File: src/rtl/iter_muldiv_rv32m.sv
// iter_muldiv_rv32m: iterative RV32M multiply/divide unit (radix-2 shift-add / restoring divide)
// with valid/ready handshake, flush, and divide-by-zero / signed-overflow early-out.
module iter_muldiv_rv32m #(
    parameter int DATA_W = 32,
    parameter int CNT_W  = $clog2(DATA_W + 1)
) (
    input  logic              clk,
    input  logic              reset,
    input  logic              in_valid,
    output logic              in_ready,
    input  logic [2:0]        op,
    input  logic [DATA_W-1:0] a,
    input  logic [DATA_W-1:0] b,
    input  logic              flush,
    output logic              out_valid,
    input  logic              out_ready,
    output logic [DATA_W-1:0] result
);
    typedef enum logic [1:0] {IDLE, CALC, FIX, DONE} state_t;

    state_t              state, state_nxt;
    logic [CNT_W-1:0]    cnt;
    logic [2:0]          op_q;
    logic                neg_q;
    logic [2*DATA_W-1:0] acc, acc_nxt, prod;
    logic [DATA_W-1:0]   opnd;
    logic                a_sgn, b_sgn, sa, sb, is_div, div_zero, div_ovf, fast, accept;
    logic [DATA_W-1:0]   abs_a, abs_b, fast_res, sel, fix_res;
    logic [DATA_W:0]     msum, rs;
    logic [DATA_W+1:0]   trial;

    assign in_ready  = state == IDLE;
    assign out_valid = state == DONE;

    always_comb begin
        a_sgn    = op[2] ? ~op[0] : (op[1] ^ op[0]);
        b_sgn    = op[2] ? ~op[0] : (op[1:0] == 2'b01);
        sa       = a_sgn & a[DATA_W-1];
        sb       = b_sgn & b[DATA_W-1];
        abs_a    = sa ? -a : a;
        abs_b    = sb ? -b : b;
        is_div   = op[2];
        div_zero = is_div && b == '0;
        div_ovf  = is_div && !op[0] && a == {1'b1, {(DATA_W-1){1'b0}}} && b == '1;
        fast     = div_zero || div_ovf;
        fast_res = div_zero ? (op[1] ? a : '1) : (op[1] ? '0 : a);
        accept   = in_valid && in_ready && !flush;
    end

    // acc holds {product_hi, multiplier} for multiply and {remainder, quotient} for divide
    always_comb begin
        msum    = {1'b0, acc[2*DATA_W-1:DATA_W]} + (acc[0] ? {1'b0, opnd} : '0);
        rs      = acc[2*DATA_W-1:DATA_W-1];
        trial   = {1'b0, rs} - {2'b0, opnd};
        acc_nxt = op_q[2] ? {trial[DATA_W+1] ? rs[DATA_W-1:0] : trial[DATA_W-1:0], acc[DATA_W-2:0], ~trial[DATA_W+1]}
                          : {msum, acc[DATA_W-1:1]};
        prod    = neg_q ? -acc : acc;
        sel     = op_q[1] ? acc[2*DATA_W-1:DATA_W] : acc[DATA_W-1:0];
        fix_res = op_q[2] ? (neg_q ? -sel : sel)
                          : (op_q == 3'b000 ? prod[DATA_W-1:0] : prod[2*DATA_W-1:DATA_W]);
    end

    always_comb begin
        state_nxt = state;
        case (state)
            IDLE: state_nxt = accept ? (fast ? DONE : CALC) : IDLE;
            CALC: state_nxt = flush ? IDLE : (cnt == CNT_W'(DATA_W - 1) ? FIX : CALC);
            FIX:  state_nxt = flush ? IDLE : DONE;
            DONE: state_nxt = (flush || out_ready) ? IDLE : DONE;
            default: state_nxt = IDLE;
        endcase
    end

    always_ff @(posedge clk) begin
        if (reset) begin
            state  <= IDLE;
            cnt    <= '0;
            op_q   <= '0;
            neg_q  <= 1'b0;
            acc    <= '0;
            opnd   <= '0;
            result <= '0;
        end else begin
            state <= state_nxt;
            if (accept) begin
                op_q  <= op;
                neg_q <= (is_div && op[1]) ? sa : (sa ^ sb);
                cnt   <= '0;
                acc   <= {{DATA_W{1'b0}}, is_div ? abs_a : abs_b};
                opnd  <= is_div ? abs_b : abs_a;
                if (fast)
                    result <= fast_res;
            end
            if (state == CALC) begin
                acc <= acc_nxt;
                cnt <= cnt + 1'b1;
            end
            if (state == FIX && !flush)
                result <= fix_res;
        end
    end
endmodule
File: config.mk
export PLATFORM = sky130hd
export DESIGN_NAME = iter_muldiv_rv32m
export DESIGN_NICKNAME = d
export VERILOG_FILES = /design/src/rtl/iter_muldiv_rv32m.sv
export SDC_FILE = /design/constraint.sdc
export NUM_CORES = 1
export LEC_CHECK = 0
export BUFFER_PORTS_ARGS = -buffer_cell sky130_fd_sc_hd__buf_2
export CAP_MARGIN = 30
export CORE_MARGIN = 4
export CORE_UTILIZATION = 45
export CTS_CLUSTER_SIZE = 30
export DETAILED_ROUTE_END_ITERATION = 10
export PLACE_DENSITY_LB_ADDON = 0.05
export SLEW_MARGIN = 25
export SYNTH_ARGS = -nofsm -noshare
export SYNTH_HDL_FRONTEND = slang
export SYNTH_SLANG_ARGS = --single-unit
File: constraint.sdc
create_clock -name clk -period 3.3 [get_ports clk]
set_input_delay 0.495 -clock clk [delete_from_list [all_inputs] [get_ports clk]]
set_output_delay 0.495 -clock clk [all_outputs]
set_load 0.01 [all_outputs]
==> results.py, run 1 <==
metrics = {
    "run_status": {
        "outcome": "finished clean",
    },
    "critical_path": {
        "critPathLaunchType": "register",
        "critical_path_buf_inv_count": 2,
        "regToRegEndpoint": "acc[42]",
        "worstPathRequired_ns": 3.63,
        "end_kind": "register",
        "regToRegSetupSlack_ns": 0.08,
        "cp_top_family": "compound AO/OA/AOI/OAI gates",
        "cp_slowest_cell": "o311a_4",
        "path_depth": 12,
        "critical_path.startpoint": "acc[32]",
        "path_cells": "buf_4 > ha_1 > nor2b_1 > o31a_1 > o311a_4 > a31o_4 > a31oi_4 > o211ai_2 > buf_12 > and3_1 > a311oi_1 > nor3_1",
        "reg2regPathDepth": 12,
        "cp_max_fo": 17,
        "critPathKind": "reg2reg",
        "arrival_ns": 3.55,
        "slowest_delay_ns": 0.41,
        "r2r_start": "acc[32]",
        "endpoint": "acc[42]",
    },
    "cts": {
        "clk_latency_ns": 0.46,
        "cts_tree": "yes",
        "clock-sinks": 140,
        "path_clk_slew_ns": 0.08,
        "cts.path.max_buffers": 2,
        "cts_made_buffers": 17,
        "cts_htree_levels": 4,
        "root_buffer": "clkbuf_16",
    },
    "global_route": {
        "grt_max_degree": 100,
        "grt_first_pass_wirelength_um": 102000,
        "grt_usage": 0.3443,
        "grt_pass1_vias": 16540,
        "gr-total-overflow": 0,
        "antenna_found_initial": 1,
    },
    "floorplan": {
        "rows": 68,
        "die_area_mm2": 0.03792,
        "core_mm2": 0.03446,
        "die_x_um": 194.7,
        "initial_utilization": 0.4554,
        "ios": 106,
        "fp.dieH_um": 194.7,
    },
    "synth": {
        "synth_seq_cells": 140,
        "synth_cells": 2199,
        "synth.area.top_cells": "dfxtp_1, a21oi_1, mux2i_1, ha_1, nor2_1",
        "synthesis.area_mm2": 0.01569,
        "yosysSeqAreaShare": 0.1786,
        "synth_warnings": 0,
        "ys.flop_type": "dfxtp_1",
        "yosys.area.top_type": "dfxtp_1",
        "synth_top_area_frac": 0.1786,
        "async_flop_share": 0,
        "ys_types": 89,
        "synthesis.area_per_instance_um2": 7.136,
        "synth.net_count": 2344,
        "synth-edff-count": 0,
    },
    "place": {
        "place_area_mm2": 0.01755,
        "place_hpwl_um": 54120,
        "place.gp.congestion": 0.9808,
        "io_buffers": 105,
        "dp_slack_ns": -0.01175,
    },
    "detailed_routing": {
        "drc": 0,
        "drt_iter0_drc": 1819,
        "drt-total-wl_um": 68340,
        "drt_first_pass_iters": 6,
        "vias": 17602,
        "ant_nets": 0,
        "via_per_inst": 6.302,
        "post_drt_wl_per_cell_um": 24.47,
    },
    "pwr": {
        "leakagePower_nw": 7.248,
        "vdd_ir_drop_max_mv": 0.3943,
        "power_density_mw_per_mm2": 344.4,
    },
    "cells_and_area": {
        "area_delta_synth_final_pct": 16.59,
        "fin_nets": 2469,
        "drive_gt1_frac": 0.1733,
        "mostFrequentLayoutCells": "nor2_1, nand2_1, a21oi_1, buf_4, o21ai_0",
        "final_common_cell": "nor2_1",
        "final_area_mm2": 0.01830,
    },
    "sta": {
        "finalCritPeriodShare": 0.9744,
        "clock.fmax_mhz": 311.0,
        "slew_headroom": 0.3852,
        "setup_viol": 0,
        "rsz0062_at_grt": "true",
        "skew_ns": 0.01685,
        "fin_crit_ns": 3.216,
        "fin_ws_ns": 0.08440,
        "drv_slew": 0,
        "hold_viol_final": 0,
        "max_slew.worst_pin.slew_ns": 0.9223,
    },
    "min_path": {
        "worstHoldPathType": "in2reg",
    },
    "flow_run": {
        "maxCapViolCount": 0,
    },
}
final cells by class:
type                    instances  area [um2]
fillers                      3537       16160
multi-input cells            1806       12020
flip-flops and latches        140        2810
repair buffers                294        2034
well taps                     455       569.3
clock buffers                  17       425.4
inverters                      65       247.7
clock inverters                15       182.7
diodes                          1       2.502
cells in the mapped netlist, types with 23 or more instances:
cell / instances
nor3_1: 56
nand3_1: 38
nor2_1: 225
a31oi_1: 30
o211ai_1: 23
xnor2_1: 93
nand2_1: 204
inv_1: 64
dfxtp_1: 140
a21oi_1: 195
xor2_1: 78
ha_1: 71
mux2i_1: 89
clkbuf_1: 145
a21o_1: 36
or3_1: 24
o31ai_1: 42
o21ai_0: 139
a211oi_1: 87
worst min-delay path by stage:
stage,cells past startpoint,endpoint,startpoint
2_1_floorplan,2,opnd[22],opnd[22]
3_3_place_gp,2,result[30],result[30]
3_5_place_dp,2,opnd[12],opnd[12]
4_1_cts,3,op_q[0],op[0]
5_1_grt,3,op_q[0],op[0]
6_report,3,op_q[0],op[0]
logic make-up after synthesis:
family          share of synthesized area
simple gates                       0.2244
mux                               0.06467
xor+xnor                          0.09545
buf+inv                           0.06539
fa+ha+maj                         0.07065
compound gates                     0.3009
flops                              0.1786
metrics by stage:
step	hold slack, ns	power, W	std cells	util	setup TNS, ns
after global placement	0.4407	0.004149	2759	0.5091	0
after floorplan	0.4319	0.003313	2199	-	0
after CTS	0.3117	0.006206	2792	0.5271	0
after detailed placement	0.4461	0.004159	2759	0.5093	-0.01175
after global routing	0.3611	0.006548	2792	0.5309	-0.01681
final	0.3308	0.006301	2793	0.5309	0
registers in the layout (all words and copies together), names as in the netlist:
| signal | count |
|---|---|
| neg_q | 1 |
| result | 32 |
| op_q | 3 |
| cnt | 6 |
| acc | 64 |
| opnd | 32 |
| state | 2 |
report_power, final:
group	internal (W)	leakage, nW	switching [W]	total [W]
Clock	0.00115	0.294	0.000923	0.00207
Combinational	0.000901	5.81	0.00148	0.00238
Sequential	0.00176	1.14	0.0000938	0.00185
repair_timing:
item / CTS / global route
resized for setup: 0 / 27
hold buffers: 0 / 0
pin swaps: 1 / 5
setup buffers: 1 / 0
hold endpoints to repair: 0 / 0
endpoints found under the setup margin: 1 / 34
worst reg2reg max path: cells and delay by family, from the launching register on:
family / cells / cell delay [ns]
fa+ha+maj: 1 / 0.29
flops: 1 / 0.32
compound gates: 6 / 1.71
buf+inv: 2 / 0.37
simple gates: 3 / 0.40
routing by layer:
metal | GRT usage | vias up | part of all wire
met1 | 0.4643 | 8369 | 0.43
met4 | 0.1588 | 2 | 0.052
met5 | 0 | - | 0.0012
met3 | 0.07280 | 142 | 0.084
li1 | - | 8313 | -
met2 | 0.5278 | 776 | 0.43
Power figures use the tool's default switching activity.
==> inputs of run 2 (changes only) <==
BUFFER_PORTS_ARGS = unset   (was -buffer_cell sky130_fd_sc_hd__buf_2)
DONT_BUFFER_PORTS = 1   (was unset)
==> run 2 against run 1 <==
Net effect:
- design area decreased by 4.5%
- first-iteration DRC count increased by 5.6%
- clock skew decreased by 0.0038 ns
- clock power decreased by 3%
- cell count decreased by 4.5%
- global-route usage decreased by 1.1 points
- core utilization decreased by 2.4 points
- fmax increased by 0.75%
- critical path type unchanged
- largest cell class unchanged
==> results.py, run 2 (synthesized netlist as in run 1, its figures left out) <==
metrics = {
    "detailed_routing": {
        "drc": 0,
        "vias": 17122,
        "drt_first_pass_iters": 6,
        "ant_nets": 0,
        "drt-total-wl_um": 66320,
        "via_per_inst": 6.418,
        "post_drt_wl_per_cell_um": 24.86,
        "drt_iter0_drc": 1921,
    },
    "cts": {
        "path_clk_slew_ns": 0.08,
        "clk_latency_ns": 0.45,
        "cts.path.max_buffers": 2,
        "cts_made_buffers": 17,
        "cts_tree": "yes",
        "clock-sinks": 140,
        "root_buffer": "clkbuf_16",
        "post-cts-setup-buffers": 0,
        "cts_htree_levels": 4,
    },
    "cells_and_area": {
        "final_common_cell": "nor2_1",
        "seqCellArea_mm2": 0.002809,
        "fin_nets": 2344,
        "final_area_mm2": 0.01747,
        "fillers": 3499,
        "mostFrequentLayoutCells": "nor2_1, nand2_1, a21oi_1, buf_4, dfxtp_1",
        "multi_input_area_mm2": 0.01195,
        "regMostFlops": "acc",
        "largest_reg_flops": 64,
        "area_delta_synth_final_pct": 11.36,
        "drive_gt1_frac": 0.1216,
        "top_regs": "acc: 64 flops, opnd: 32 flops, result: 32 flops",
    },
    "critical_path": {
        "r2r_start": "op_q[1]",
        "critical_path.startpoint": "op_q[1]",
        "slowest_delay_ns": 0.57,
        "arrival_ns": 3.57,
        "end_kind": "register",
        "critPathLaunchType": "register",
        "path_cells": "nor3b_1 > o22ai_1 > nor4_4 > o221ai_2 > or4_4 > nor3_2 > a211o_1 > a21oi_1 > buf_4 > a221oi_2",
        "cp_max_fo": 16,
        "worstPathRequired_ns": 3.68,
        "cp_slowest_cell": "or4_4",
        "critPathKind": "reg2reg",
    },
    "min_path": {
        "worstHoldPathType": "in2reg",
        "worstHoldStart": "reset",
    },
    "floorplan": {
        "die_area_mm2": 0.03792,
        "die_x_um": 194.7,
        "core_mm2": 0.03446,
        "ios": 106,
        "initial_utilization": 0.4554,
        "fp.dieH_um": 194.7,
        "rows": 68,
    },
    "pwr": {
        "power_density_mw_per_mm2": 344.9,
        "vdd_ir_drop_max_mv": 0.3458,
        "leakagePower_nw": 6.645,
    },
    "global_route": {
        "grt_pass1_vias": 16054,
        "grt_usage": 0.3337,
        "grt_first_pass_wirelength_um": 98800,
        "gr-total-overflow": 0,
        "antenna_found_initial": 2,
        "grt_max_degree": 113,
    },
    "sta": {
        "slew_headroom": 0.2943,
        "setup_viol": 0,
        "hold_ws_ns": 0.1047,
        "skew_ns": 0.01306,
        "setup_tns_ns": 0,
        "fin_crit_ns": 3.192,
        "max_slew.worst_pin.slew_ns": 1.055,
        "hold_viol_final": 0,
        "finalCritPeriodShare": 0.9672,
        "drv_slew": 0,
        "clock.fmax_mhz": 313.3,
    },
    "place": {
        "place_area_mm2": 0.01683,
        "place.gp.congestion": 0.9944,
        "place_hpwl_um": 52500,
        "io_buffers": 0,
    },
    "run_status": {
        "outcome": "finished clean",
    },
    "flow_run": {
        "maxCapViolCount": 0,
    },
}
## run 2: where the power goes
part	leakage, nW	internal [W]	switching (W)
combinational	5.23	0.000838	0.00134
sequential	1.14	0.00176	0.0000902
clock	0.279	0.00107	0.000927
## run 2: path summary, 6_finish.rpt
check | endpoint | slack, ns | cells after the start
max | result[31] | 0.11 | 10
min reg2reg | opnd[15] | 0.45 | 2
max reg2reg | result[31] | 0.11 | 10
min | result[31] | 0.10 | 1
## run 2: layer usage
metal / GRT usage / wire [um] / vias up
met5: 0 / 13 / -
met3: 0.07696 / 5958 / 129
met2: 0.5172 / 29000 / 734
met1: 0.4550 / 28630 / 8188
met4: 0.1208 / 2713 / 2
li1: - / - / 8069
## run 2: cell type report
cell class                 instances  share of cell area
clock buffer                      18             0.02456
sequential                       140              0.1607
antenna                            1           0.0001432
multi-input combinational       1806              0.6840
clock inverter                    14            0.008521
inverter                          65             0.01396
timing repair buffer             169             0.07547
tap                              455             0.03258
## run 2: critical path, delay by kind of cell (launching register included)
kind,cells,cell delay (ns)
simple gates,4,1.54
flops,1,0.53
compound gates,5,0.87
buf+inv,1,0.17
## run 2: what timing repair did
item | CTS | global route
resized for setup | 2 | 15
hold buffers | 0 | 0
setup endpoints to repair | 3 | 19
hold endpoints to repair | 0 | 0
pin swaps | 0 | 1
## run 2: per-stage QoR
| step | utilization | cells | setup WS [ns] | total power (W) |
|---|---|---|---|---|
| final | 0.5071 | 2668 | 0.1083 | 0.006026 |
| after detailed placement | 0.4885 | 2635 | -0.04448 | 0.003983 |
| after global placement | 0.4885 | 2635 | -0.01797 | 0.003973 |
| after CTS | 0.5055 | 2667 | 0.04933 | 0.005969 |
| after floorplan | - | 2199 | 0.003659 | 0.003313 |
| after global routing | 0.5070 | 2667 | -0.01502 | 0.006262 |
==> inputs of run 3 (changes only) <==
REMOVE_ABC_BUFFERS = 1   (was unset)
==> run 3 against run 2 <==
Net effect:
- setup slack better by 0.016 ns
- fmax up 0.50%
- first-iteration DRC count down 6.8%
- count of clock-buffer cells in the layout unchanged
- clock power up 6%
- clock skew up 0.0012 ns
- critical path type unchanged
- highest routed layer is now met4
==> results.py, run 3 (synthesized netlist as in run 1, its figures left out) <==
metrics = {
    "cts": {
        "cts_htree_levels": 4,
        "cts_hold_buffers": 0,
        "path_clk_slew_ns": 0.07,
        "clk_latency_ns": 0.44,
        "clock-sinks": 140,
        "cts_made_buffers": 17,
        "root_buffer": "clkbuf_16",
        "cts.path.max_buffers": 2,
        "cts_tree": "yes",
    },
    "cells_and_area": {
        "mostFrequentLayoutCells": "nor2_1, nand2_1, a21oi_1, buf_4, o21ai_0",
        "top_regs": "acc: 64 flops, opnd: 32 flops, result: 32 flops",
        "fin_nets": 2340,
        "largest_reg_flops": 64,
        "final_common_cell": "nor2_1",
        "drive_gt1_frac": 0.1223,
        "area_delta_synth_final_pct": 11.66,
        "final_area_mm2": 0.01752,
        "regMostFlops": "acc",
        "antenna_cells": 0,
    },
    "floorplan": {
        "die_area_mm2": 0.03792,
        "fp.dieH_um": 194.7,
        "core_mm2": 0.03446,
        "die_x_um": 194.7,
        "initial_utilization": 0.4554,
        "ios": 106,
        "rows": 68,
    },
    "pwr": {
        "power_density_mw_per_mm2": 349.4,
        "vdd_ir_drop_max_mv": 0.3580,
        "leakagePower_nw": 6.628,
    },
    "min_path": {
        "hold_end": "cnt[2]",
        "worstHoldStart": "reset",
        "whs_path_depth": 1,
        "worstHoldPathType": "in2reg",
    },
    "critical_path": {
        "end_kind": "register",
        "critical_path_buf_inv_count": 3,
        "regToRegEndpoint": "acc[49]",
        "critPathKind": "reg2reg",
        "r2r_start": "acc[0]",
        "crit_path_frequent_cell": "buf_4",
        "cp_slowest_cell": "o31ai_1",
        "cp_top_family": "compound AO/OA/AOI/OAI gates",
        "reg2regPathDepth": 13,
        "regToRegSetupSlack_ns": 0.12,
        "slowest_delay_ns": 0.45,
        "cp_max_fo": 5,
        "critPathLaunchType": "register",
        "path_cells": "inv_1 > buf_4 > nor2_1 > ha_1 > nor2b_1 > o31ai_1 > a21oi_2 > buf_4 > a21boi_0 > o21ai_0 > a31oi_1 > xor2_1 > o221ai_1",
        "arrival_ns": 3.47,
        "worstPathRequired_ns": 3.60,
    },
    "detailed_routing": {
        "vias": 16924,
        "drc": 0,
        "drt_first_pass_iters": 6,
        "post_drt_wl_per_cell_um": 23.76,
        "drt-total-wl_um": 63260,
        "ant_nets": 0,
        "via_per_inst": 6.355,
        "drt_iter0_drc": 1790,
    },
    "place": {
        "place.gp.congestion": 0.9871,
        "place_hpwl_um": 48580,
        "place_area_mm2": 0.01682,
        "io_buffers": 0,
        "dp_slack_ns": -0.0006233,
    },
    "sta": {
        "skew_ns": 0.01429,
        "fin_ws_ns": 0.1242,
        "setup_viol": 0,
        "finalCritPeriodShare": 0.9624,
        "slew_headroom": 0.4464,
        "setup_tns_ns": 0,
        "clock.fmax_mhz": 314.9,
        "rsz0062_at_grt": "true",
        "max_slew.worst_pin.slew_ns": 0.8248,
        "drv_slew": 0,
        "hold_viol_final": 0,
        "fin_crit_ns": 3.176,
    },
    "global_route": {
        "grt_first_pass_wirelength_um": 96230,
        "gr-total-overflow": 0,
        "grt_max_degree": 113,
        "grt_usage": 0.3214,
        "antenna_found_initial": 0,
        "grt_pass1_vias": 15906,
    },
    "run_status": {
        "outcome": "finished clean",
    },
    "flow_run": {
        "maxCapViolCount": 0,
    },
}
run 3: changes by cell type in the layout (fill, tap and decap cells not counted), sizes merged:
cell / delta
inv: -7
buf: -4
bufinv: +3
clkinvlp: +3
clkinv: +1
diode: -1
run 3: stage by stage:
stage	hold WS, ns	total power (W)	instances	util
final	0.1249	0.006121	2663	0.5085
after global routing	0.1055	0.006398	2663	0.5085
after CTS	0.1087	0.006071	2662	0.5065
after detailed placement	0.4413	0.003948	2630	0.4882
after global placement	0.4361	0.003949	2630	0.4882
after floorplan	0.4258	0.003231	2011	-
run 3: timing repair:
item | 4_1_cts | 5_1_grt
setup endpoints to repair | 2 | 18
resized for setup | 2 | 16
buffers inserted | 0 | 1
pin swaps | 0 | 2
run 3: area by class of cell:
cell class	instances	area, um2
fill	3551	16940
multi-input combinational	1806	11960
sequential	140	2813
timing repair buffer	165	1314
tap	455	569.3
clock buffer	18	429.2
inverter	65	244.0
clock inverter	14	193.9
run 3: metal layers:
| layer | wire length (um) | up-vias | global-route usage |
|---|---|---|---|
| li1 | - | 8049 | - |
| met1 | 28040 | 8049 | 0.4431 |
| met2 | 27840 | 726 | 0.5030 |
| met3 | 5235 | 100 | 0.06951 |
| met4 | 2152 | 0 | 0.1021 |
| met5 | 0 | - | 0 |
run 3: worst max-delay path by stage:
stage,cells past startpoint,endpoint,startpoint,slack (ns)
2_1_floorplan,5,result[4],flush,-2.73
6_report,13,acc[49],acc[0],0.12
3_3_place_gp,14,acc[56],acc[31],-0.06
5_1_grt,15,acc[62],acc[0],-0.01
3_5_place_dp,14,acc[56],acc[31],-0.0006
4_1_cts,15,acc[58],acc[0],0.01
run 3: power by group:
group,leakage [nW],internal (W),total (W),switching (W)
Sequential,1.14,0.00176,0.00184,0.0000786
Clock,0.289,0.00127,0.00213,0.000863
Combinational,5.20,0.000852,0.00215,0.00130
Total,6.63,0.00388,0.00612,0.00224
